**config.mk**
```make
export PLATFORM = sky130hd
export DESIGN_NAME = conv1d_stream_param
export DESIGN_NICKNAME = d
export VERILOG_FILES = /design/src/rtl/conv1d_stream_param.sv
export SDC_FILE = /design/constraint.sdc
export NUM_CORES = 1
export LEC_CHECK = 0
export CORE_MARGIN = 3
export CORE_UTILIZATION = 30
export DETAILED_ROUTE_END_ITERATION = 8
export PLACE_DENSITY = 0.48
export RECOVER_POWER = 50
export SLEW_MARGIN = 25
export SYNTH_ARGS = -nofsm -noshare
export SYNTH_HDL_FRONTEND = slang
export SYNTH_SLANG_ARGS = --single-unit
```
**constraint.sdc**
```tcl
create_clock -name clk -period 9.05 [get_ports clk]
set_input_delay 2.715 -clock clk [delete_from_list [all_inputs] [get_ports clk]]
set_output_delay 2.715 -clock clk [all_outputs]
set_load 0.05 [all_outputs]
```
**src/rtl/conv1d_stream_param.sv**
```systemverilog
// Streaming 1-D valid-mode convolution: loads N samples and M taps, emits (N-M)/S+1
// saturated results. Define CONV_RELU_EN to clamp negative results to zero.
module conv1d_stream_param #(
  parameter int N = 32,
  parameter int M = 8,
  parameter int S = 1,
  parameter int T = 16
) (
  input  logic                clk,
  input  logic                reset_n,
  input  logic signed [T-1:0] x_data,
  input  logic                x_valid,
  output logic                x_ready,
  input  logic signed [T-1:0] f_data,
  input  logic                f_valid,
  output logic                f_ready,
  output logic signed [T-1:0] y_data,
  output logic                y_valid,
  input  logic                y_ready
);

  localparam int KMAX = (N - M) / S;
  localparam int XAW  = $clog2(N);
  localparam int FAW  = $clog2(M);
  localparam int XCW  = $clog2(N + 1);
  localparam int FCW  = $clog2(M + 1);
  localparam int KW   = (KMAX > 0) ? $clog2(KMAX + 1) : 1;

  localparam logic [XCW-1:0] X_CNT_FULL = XCW'(N);
  localparam logic [FCW-1:0] F_CNT_FULL = FCW'(M);
  localparam logic [FAW-1:0] J_LAST     = FAW'(M - 1);
  localparam logic [KW-1:0]  K_LAST     = KW'(KMAX);
  localparam logic [XAW-1:0] S_STEP     = XAW'(S);

  localparam logic signed [T-1:0] MAX_T = {1'b0, {(T-1){1'b1}}};
  localparam logic signed [T-1:0] MIN_T = {1'b1, {(T-1){1'b0}}};

  localparam logic [2:0] ST_INIT    = 3'd0;
  localparam logic [2:0] ST_LOAD    = 3'd1;
  localparam logic [2:0] ST_COMPUTE = 3'd2;
  localparam logic [2:0] ST_DRAIN   = 3'd3;
  localparam logic [2:0] ST_OUT     = 3'd4;

  if ((N - M) % S != 0) begin : g_bad_stride
    $error("conv1d_stream_param: (N-M) must be a multiple of S");
  end
  if (M < 2 || N < M) begin : g_bad_size
    $error("conv1d_stream_param: need M >= 2 and N >= M");
  end

  function automatic logic signed [T-1:0] sat_prod(input logic signed [2*T-1:0] p);
    if (p > (2*T)'(MAX_T)) return MAX_T;
    if (p < (2*T)'(MIN_T)) return MIN_T;
    return p[T-1:0];
  endfunction

  function automatic logic signed [T-1:0] sat_add(input logic signed [T-1:0] a,
                                                  input logic signed [T-1:0] b);
    logic signed [T:0] s;
    s = {a[T-1], a} + {b[T-1], b};
    if (s[T] != s[T-1]) return s[T] ? MIN_T : MAX_T;
    return s[T-1:0];
  endfunction

  logic [2:0]          state_q, state_d;
  logic [XCW-1:0]      x_cnt_q, x_cnt_d;
  logic [FCW-1:0]      f_cnt_q, f_cnt_d;
  logic [FAW-1:0]      j_q, j_d;
  logic [KW-1:0]       k_q, k_d;
  logic [XAW-1:0]      base_q, base_d;
  logic                drain_q, drain_d;
  logic signed [T-1:0] acc_q, acc_d;
  logic signed [T-1:0] prod_q;
  logic signed [T-1:0] x_rd_q, f_rd_q;
  logic                rd_vld_q, prod_vld_q;

  logic signed [T-1:0]   x_mem [N];
  logic signed [T-1:0]   f_mem [M];
  logic signed [2*T-1:0] prod_full;
  logic signed [T-1:0]   y_res;
  logic [XAW-1:0]        x_addr;
  logic                  x_fire, f_fire, y_fire;

  assign x_ready   = (state_q == ST_LOAD) && (x_cnt_q != X_CNT_FULL);
  assign f_ready   = (state_q == ST_LOAD) && (f_cnt_q != F_CNT_FULL);
  assign x_fire    = x_valid && x_ready;
  assign f_fire    = f_valid && f_ready;
  assign y_valid   = (state_q == ST_OUT);
  assign y_fire    = y_valid && y_ready;
  assign x_addr    = base_q + XAW'(j_q);
  assign prod_full = (2*T)'(x_rd_q) * (2*T)'(f_rd_q);

`ifdef CONV_RELU_EN
  assign y_res = acc_q[T-1] ? '0 : acc_q;
`else
  assign y_res = acc_q;
`endif
  assign y_data = y_valid ? y_res : '0;

  always_comb begin
    // NOTE: every next-state signal takes its hold value first so no path infers a latch.
    state_d = state_q;
    x_cnt_d = x_cnt_q;
    f_cnt_d = f_cnt_q;
    j_d     = j_q;
    k_d     = k_q;
    base_d  = base_q;
    drain_d = drain_q;
    acc_d   = acc_q;

    case (state_q)
      ST_INIT: state_d = ST_LOAD;
      ST_LOAD: begin
        if (x_fire) x_cnt_d = x_cnt_q + 1'b1;
        if (f_fire) f_cnt_d = f_cnt_q + 1'b1;
        // Leave on the handshake cycle itself so COMPUTE starts one cycle after it.
        if (x_cnt_d == X_CNT_FULL && f_cnt_d == F_CNT_FULL) begin
          state_d = ST_COMPUTE;
          x_cnt_d = '0;
          f_cnt_d = '0;
          j_d     = '0;
        end
      end
      ST_COMPUTE: begin
        if (j_q == J_LAST) begin
          j_d     = '0;
          drain_d = 1'b0;
          state_d = ST_DRAIN;
        end else begin
          j_d = j_q + 1'b1;
        end
      end
      ST_DRAIN: begin
        drain_d = ~drain_q;
        if (drain_q) state_d = ST_OUT;
      end
      ST_OUT: begin
        if (y_ready) begin
          if (k_q == K_LAST) begin
            k_d     = '0;
            base_d  = '0;
            state_d = ST_LOAD;
          end else begin
            k_d     = k_q + 1'b1;
            base_d  = base_q + S_STEP;
            state_d = ST_COMPUTE;
          end
        end
      end
      default: state_d = ST_INIT;
    endcase

    if (prod_vld_q) acc_d = sat_add(acc_q, prod_q);
    if (y_fire)     acc_d = '0;
  end

  // NOTE: sequential state uses non-blocking assignments so all flops update together.
  always_ff @(posedge clk or negedge reset_n) begin
    if (!reset_n) begin
      state_q    <= ST_INIT;
      x_cnt_q    <= '0;
      f_cnt_q    <= '0;
      j_q        <= '0;
      k_q        <= '0;
      base_q     <= '0;
      drain_q    <= 1'b0;
      acc_q      <= '0;
      prod_q     <= '0;
      x_rd_q     <= '0;
      f_rd_q     <= '0;
      rd_vld_q   <= 1'b0;
      prod_vld_q <= 1'b0;
    end else begin
      state_q    <= state_d;
      x_cnt_q    <= x_cnt_d;
      f_cnt_q    <= f_cnt_d;
      j_q        <= j_d;
      k_q        <= k_d;
      base_q     <= base_d;
      drain_q    <= drain_d;
      acc_q      <= acc_d;
      x_rd_q     <= x_mem[x_addr];
      f_rd_q     <= f_mem[j_q];
      rd_vld_q   <= (state_q == ST_COMPUTE);
      prod_q     <= sat_prod(prod_full);
      prod_vld_q <= rd_vld_q;
    end
  end

  // NOTE: sample memories carry no reset; every entry is written before it is read.
  always_ff @(posedge clk) begin
    if (x_fire) x_mem[x_cnt_q[XAW-1:0]] <= x_data;
    if (f_fire) f_mem[f_cnt_q[FAW-1:0]] <= f_data;
  end

endmodule

```
Word-level counts from Yosys, hierarchy flattened
Memory sizes are Yosys's and may differ from the RTL's. A register that Yosys moved wholly into a read port is not among the register bits.
Cells that the tools add are included.
- word-level logic and storage cells: 93
- RAM bits: 640
- flip-flop bits (word level): 61
- memories kept: 2
- output and inout bits: 19
- bitwise gates (word level): 1
- magnitude comparators: 2
- mux-type cells: 38
- multipliers: 1
- equal/unequal tests: 15
- add/subtract/negate cells: 7
- reduce and logical (&&, ||, !) cells: 16
- memories (memory ; depth ; bits a word ; read ports ; clocked after Yosys merged registers in ; write ports ; line ; text):
    x_mem ; 32 ; 16 ; 1 ; 1 ; 1 ; 77 ; logic signed [T-1:0] x_mem [N];
    f_mem ; 8 ; 16 ; 1 ; 1 ; 1 ; 78 ; logic signed [T-1:0] f_mem [M];
- operators by type and width (cell ; number):
    two-way mux 16 bit ; 10
    greater-than comparator 32 x 16 -> 1 bit (second input constant) ; 1
    less-than comparator 32 x 16 -> 1 bit (second input constant) ; 1
    multiplier 16 x 16 -> 32 bit ; 1
    two-way mux 3 bit ; 6
    two-way mux 6 bit ; 3
    adder 16 x 16 -> 17 bit ; 1
    one-hot mux 3 bit (5 select lines) ; 1
    two-way mux 4 bit ; 3
    adder 5 x 1 -> 5 bit (second input constant) ; 2
    two-way mux 1 bit ; 10
    two-way mux 5 bit ; 2
    adder 6 x 1 -> 6 bit (second input constant) ; 1
    equality test 3 x 2 -> 1 bit (second input constant) ; 2
    equality test 3 bit (second input constant) ; 2
    equality test 6 bit (second input constant) ; 1
    logical AND 1 bit ; 6
    inequality test 6 bit (second input constant) ; 1
    one-hot mux 3 bit (2 select lines) ; 1
    AND reduction 2 bit ; 3
    nonzero test 2 bit ; 3
    adder 5 x 3 -> 5 bit ; 1
    equality test 5 bit (second input constant) ; 1
    adder 4 x 1 -> 4 bit (second input constant) ; 1
    13 further kinds ; 16

Logic depth before layout (Yosys ltp)
- depth after elaboration: 9
- depth in mapped cells: 27

Worst setup path after synthesis
Ideal clock, no wire load.
- kind: register to register
- start point: register x_rd_q[15], read port of x_mem
- end point: register prod_q[5]
- data arrival time: 6.762 ns
- slack: 2.156 ns
- stages on the path, launching flop included: 23
- required time: 8.918 ns
- library setup time: 0.132 ns
- path through: dfrtp_1 -> clkbuf_1 -> nand2_1 -> fa_1 -> inv_1 -> fa_1 -> fa_1 -> fa_1 -> fa_1 -> inv_1 -> fa_1 -> inv_1 -> ha_1 -> a21o_1 -> and3_2 -> or3b_2 -> o21ai_0 -> nor4_2 -> a2111oi_4 -> nand4_2 -> o31ai_4 -> buf_6 -> o21ai_1
- longest elaborated chain between the ends: 6
- RTL lines (item ; line ; text):
    start, declared ; 74 ; logic signed [T-1:0] x_rd_q, f_rd_q;
    multiplier 16 x 16 -> 32 bit * ; 91 ; assign prod_full = (2*T)'(x_rd_q) * (2*T)'(f_rd_q);
    less-than comparator 32 x 16 -> 1 bit ; 53 ; if (p < (2*T)'(MIN_T)) return MIN_T;
    two-way mux 1 bit (2 in series) ; 53 ;
    two-way mux 16 bit ; 54 ; return p[T-1:0];
    two-way mux 16 bit * ; 53 ;
    end signal, assigned ; 185 ; prod_q <= sat_prod(prod_full);
    end, declared ; 73 ; logic signed [T-1:0] prod_q;
Every way passes the cells marked *; elsewhere a longest branch is shown, timed or not. The select of a mux whose other input is x is not followed.
A chain may end at the register's enable or synchronous reset.

Worst setup path in the final report
- start point: register f_rd_q[2], read port of f_mem
- end point: register prod_q[7]
- longest elaborated chain between the ends: 6
- RTL lines (item ; line):
    start, declared ; 74
    multiplier 16 x 16 -> 32 bit * ; 91
    less-than comparator 32 x 16 -> 1 bit ; 53
    two-way mux 1 bit (2 in series) ; 53
    two-way mux 16 bit ; 54
    two-way mux 16 bit * ; 53
Marked as above.

==> results.yml <==
timing:
  tns_ns: 0
  finClkSkew_ns: 0.0389
  worst-slew-pin-transition_ns: 3.11
  period_minus_slack_ns: 7.81
  max_slew_margin_pct: -107
  fmax_mhz: 128
  drv_slew: 132
  setup_violations: 0
  timing.final.crit_share_pct: 86.3
  rsz0062_at_grt: "no"
  worst_hold_slack_ns: 0.355
  finalHoldViolCount: 0
route:
  drtIter0Drc: 1265
  wl_per_cell_um: 21.4
  first_pass_iters: 5
  drc: 0
  wl_mm: 94.7
  drtAntennaViolNets: 0
  vias_per_cell: 4.76
  vias: 21100
setup_path:
  cp-start-kind: "register"
  slowest_delay_ns: 0.89
  critPathMaxFanout: 16
  critPathTopFamily: "adder cells"
  path_class: "reg -> reg"
  crit_chain: "and2_1 -> inv_1 -> fa_1 -> inv_1 -> fa_1 -> fa_1 -> fa_1 -> fa_1 -> fa_1 -> ha_1 -> a21oi_1 -> nand2_1 -> a221o_1 -> or3_1 -> a31oi_1 -> or3b_4 -> mux2i_1 -> a21oi_1 -> a31oi_2 -> o21ai_1"
  crit_arrival_ns: 8.32
  crit_top_cell: "fa_1"
  slowest_stage: "fa_1"
  required_ns: 9.56
  endpoint_kind: "register"
  cp_num_buf_inv: 2
clock_tree:
  root_buffer: "clkbuf_16"
  htreeDepth: 3
  clkTransAtPathRegs_ns: 0.06
  cts_buffer_depth: 3
  clock_latency_ns: 0.67
  cts_resized: 0
  numClockSinks: 733
  cts_setup_buffers: 0
  cts.hold.buffers_added: 0
  cts_tree: "yes"
  numCtsBuffers: 84
finish:
  layout_commonest_cell: "edfxtp_1"
  postLayoutCellArea_mm2: 0.0446
  nets: 3038
  drive_gt1_share_pct: 16.0
  syn_to_final_growth_pct: 14.0
  fill_cells: 12400
  stdcell_count: 4425
  final-seq-area_mm2: 0.0215
  multi_input_area_mm2: 0.0161
  final_cell_mix: "edfxtp_1 (640), inv_1 (309), fa_1 (263), mux4_2 (192), nand2_1 (187)"
place:
  place_inst: 4268
  place.gp.congestion: 0.809
  placed_cell_area_mm2: 0.0419
  io_buffer_count: 55
  hpwlAfterDp_mm: 63.4
synthesis:
  synth-seq-cells: 733
  synth_nets: 2946
  synth_cells: 2533
  synth_edf_count: 640
  syn_area_mm2: 0.0391
  ys_types: 84
  synth.avg_cell_area_um2: 15.4
  synth-seq-area-share_pct: 55.1
  async_reset_ff_share_pct: 12.7
  yosysWarnings: 0
  synth_ff_type: "edfxtp_1"
die:
  die_area_mm2: 0.135
  die_x_um: 367
  initial_core_util_pct: 30.4
  core_area_mm2: 0.129
  fp.dieH_um: 367
  io_pins: 56
  rows: 131
grt:
  grt_usage_pct: 14.2
  first_global_vias: 23200
  grt_max_degree: 51
  overflow: 0
  grt_pass1_wl_mm: 146
  antenna_found_initial: 11
outcome:
  violations: "max-capacitance violations, max-slew violations"
  status: "complete, but fails checks"
run:
  drv_cap: 3
worst_hold_path:
  hold_path_class: "reg -> reg"
## worst register-to-register path, stage by stage, from the launching register on
cell	delay, ns
dfrtp_1	0.66
and2_1	0.26
inv_1	0.08
fa_1	0.51
inv_1	0.16
fa_1	0.90
fa_1	0.53
fa_1	0.56
fa_1	0.43
fa_1	0.45
ha_1	0.38
a21oi_1	0.27
nand2_1	0.08
a221o_1	0.37
or3_1	0.31
a31oi_1	0.21
or3b_4	0.19
mux2i_1	0.25
a21oi_1	0.13
a31oi_2	0.74
o21ai_1	0.19
## kinds of logic after synthesis
kind of cell             after synthesis  synth area share [%]
AND/OR/NAND/NOR                      508                  6.58
buffers and inverters                411                  4.01
multiplexers                         227                  12.1
adder cells (fa/ha/maj)              376                  17.1
AO/OA/AOI/OAI                        223                  3.87
XOR/XNOR                              55                  1.23
flip-flops                           733                  55.1
## through the flow
stage	setup slack [ns]	util, %
floorplan	2.16	-
global placement	1.49	32.6
detailed placement	1.41	32.6
CTS	1.33	34.7
global route	0.875	34.7
finish	1.24	34.7
## layout make-up
cell class	instances	area share (%)
Sequential cell	733	48.4
Multi-Input combinational cell	1389	36.1
Tap cell	1729	4.86
Clock buffer	99	4.84
Inverter	309	2.60
Timing Repair Buffer	108	1.89
Clock inverter	56	1.38
Antenna cell	2	0.0112
## cells in the mapped netlist (33+ instances only)
master    instances  share of area, %
dfrtp_1          93               6.0
nand2_1         187               1.8
xnor2_1          36              0.81
nor2_1           72              0.69
and2_1          143               2.3
fa_1            264                14
inv_1           309               3.0
o21ai_0          61              0.78
mux2_2           33              0.95
clkbuf_1         81              0.78
ha_1            112               3.6
edfxtp_1        640                49
a21oi_1          40              0.51
mux4_2          192                11
## routing by layer
| layer | track usage [%] | part of all wire [%] | up-vias |
|---|---|---|---|
| met5 | 0 | 0.039 | - |
| met4 | 3.84 | 2.2 | 6 |
| met3 | 2.29 | 4.1 | 135 |
| met2 | 24.8 | 51 | 400 |
| met1 | 18.3 | 43 | 11200 |
| li1 | - | - | 9286 |
## registers in the layout (all words and copies together), names as in the netlist
register    flops
k_q             5
state_q         3
prod_vld_q      1
rd_vld_q        1
x_mem         512
base_q          5
j_q             3
x_rd_q         16
f_mem         128
x_cnt_q         6
prod_q         16
f_cnt_q         4
acc_q          16
f_rd_q         16
drain_q         1
## path summary, 6_finish.rpt
kind	endpoint	startpoint	slack, ns	cells past startpoint
max	prod_q[7]	f_rd_q[2]	1.24	20
min	prod_vld_q	rd_vld_q	0.36	0
max reg2reg	prod_q[7]	f_rd_q[2]	1.24	20
min reg2reg	prod_vld_q	rd_vld_q	0.36	0
max in group asynchronous	j_q[0]	reset_n	2.09	2
min in group asynchronous	acc_q[12]	reset_n	3.04	1
Power is not shown: default switching activity piles up to over one toggle a cycle in this logic, so the estimate is an artifact.
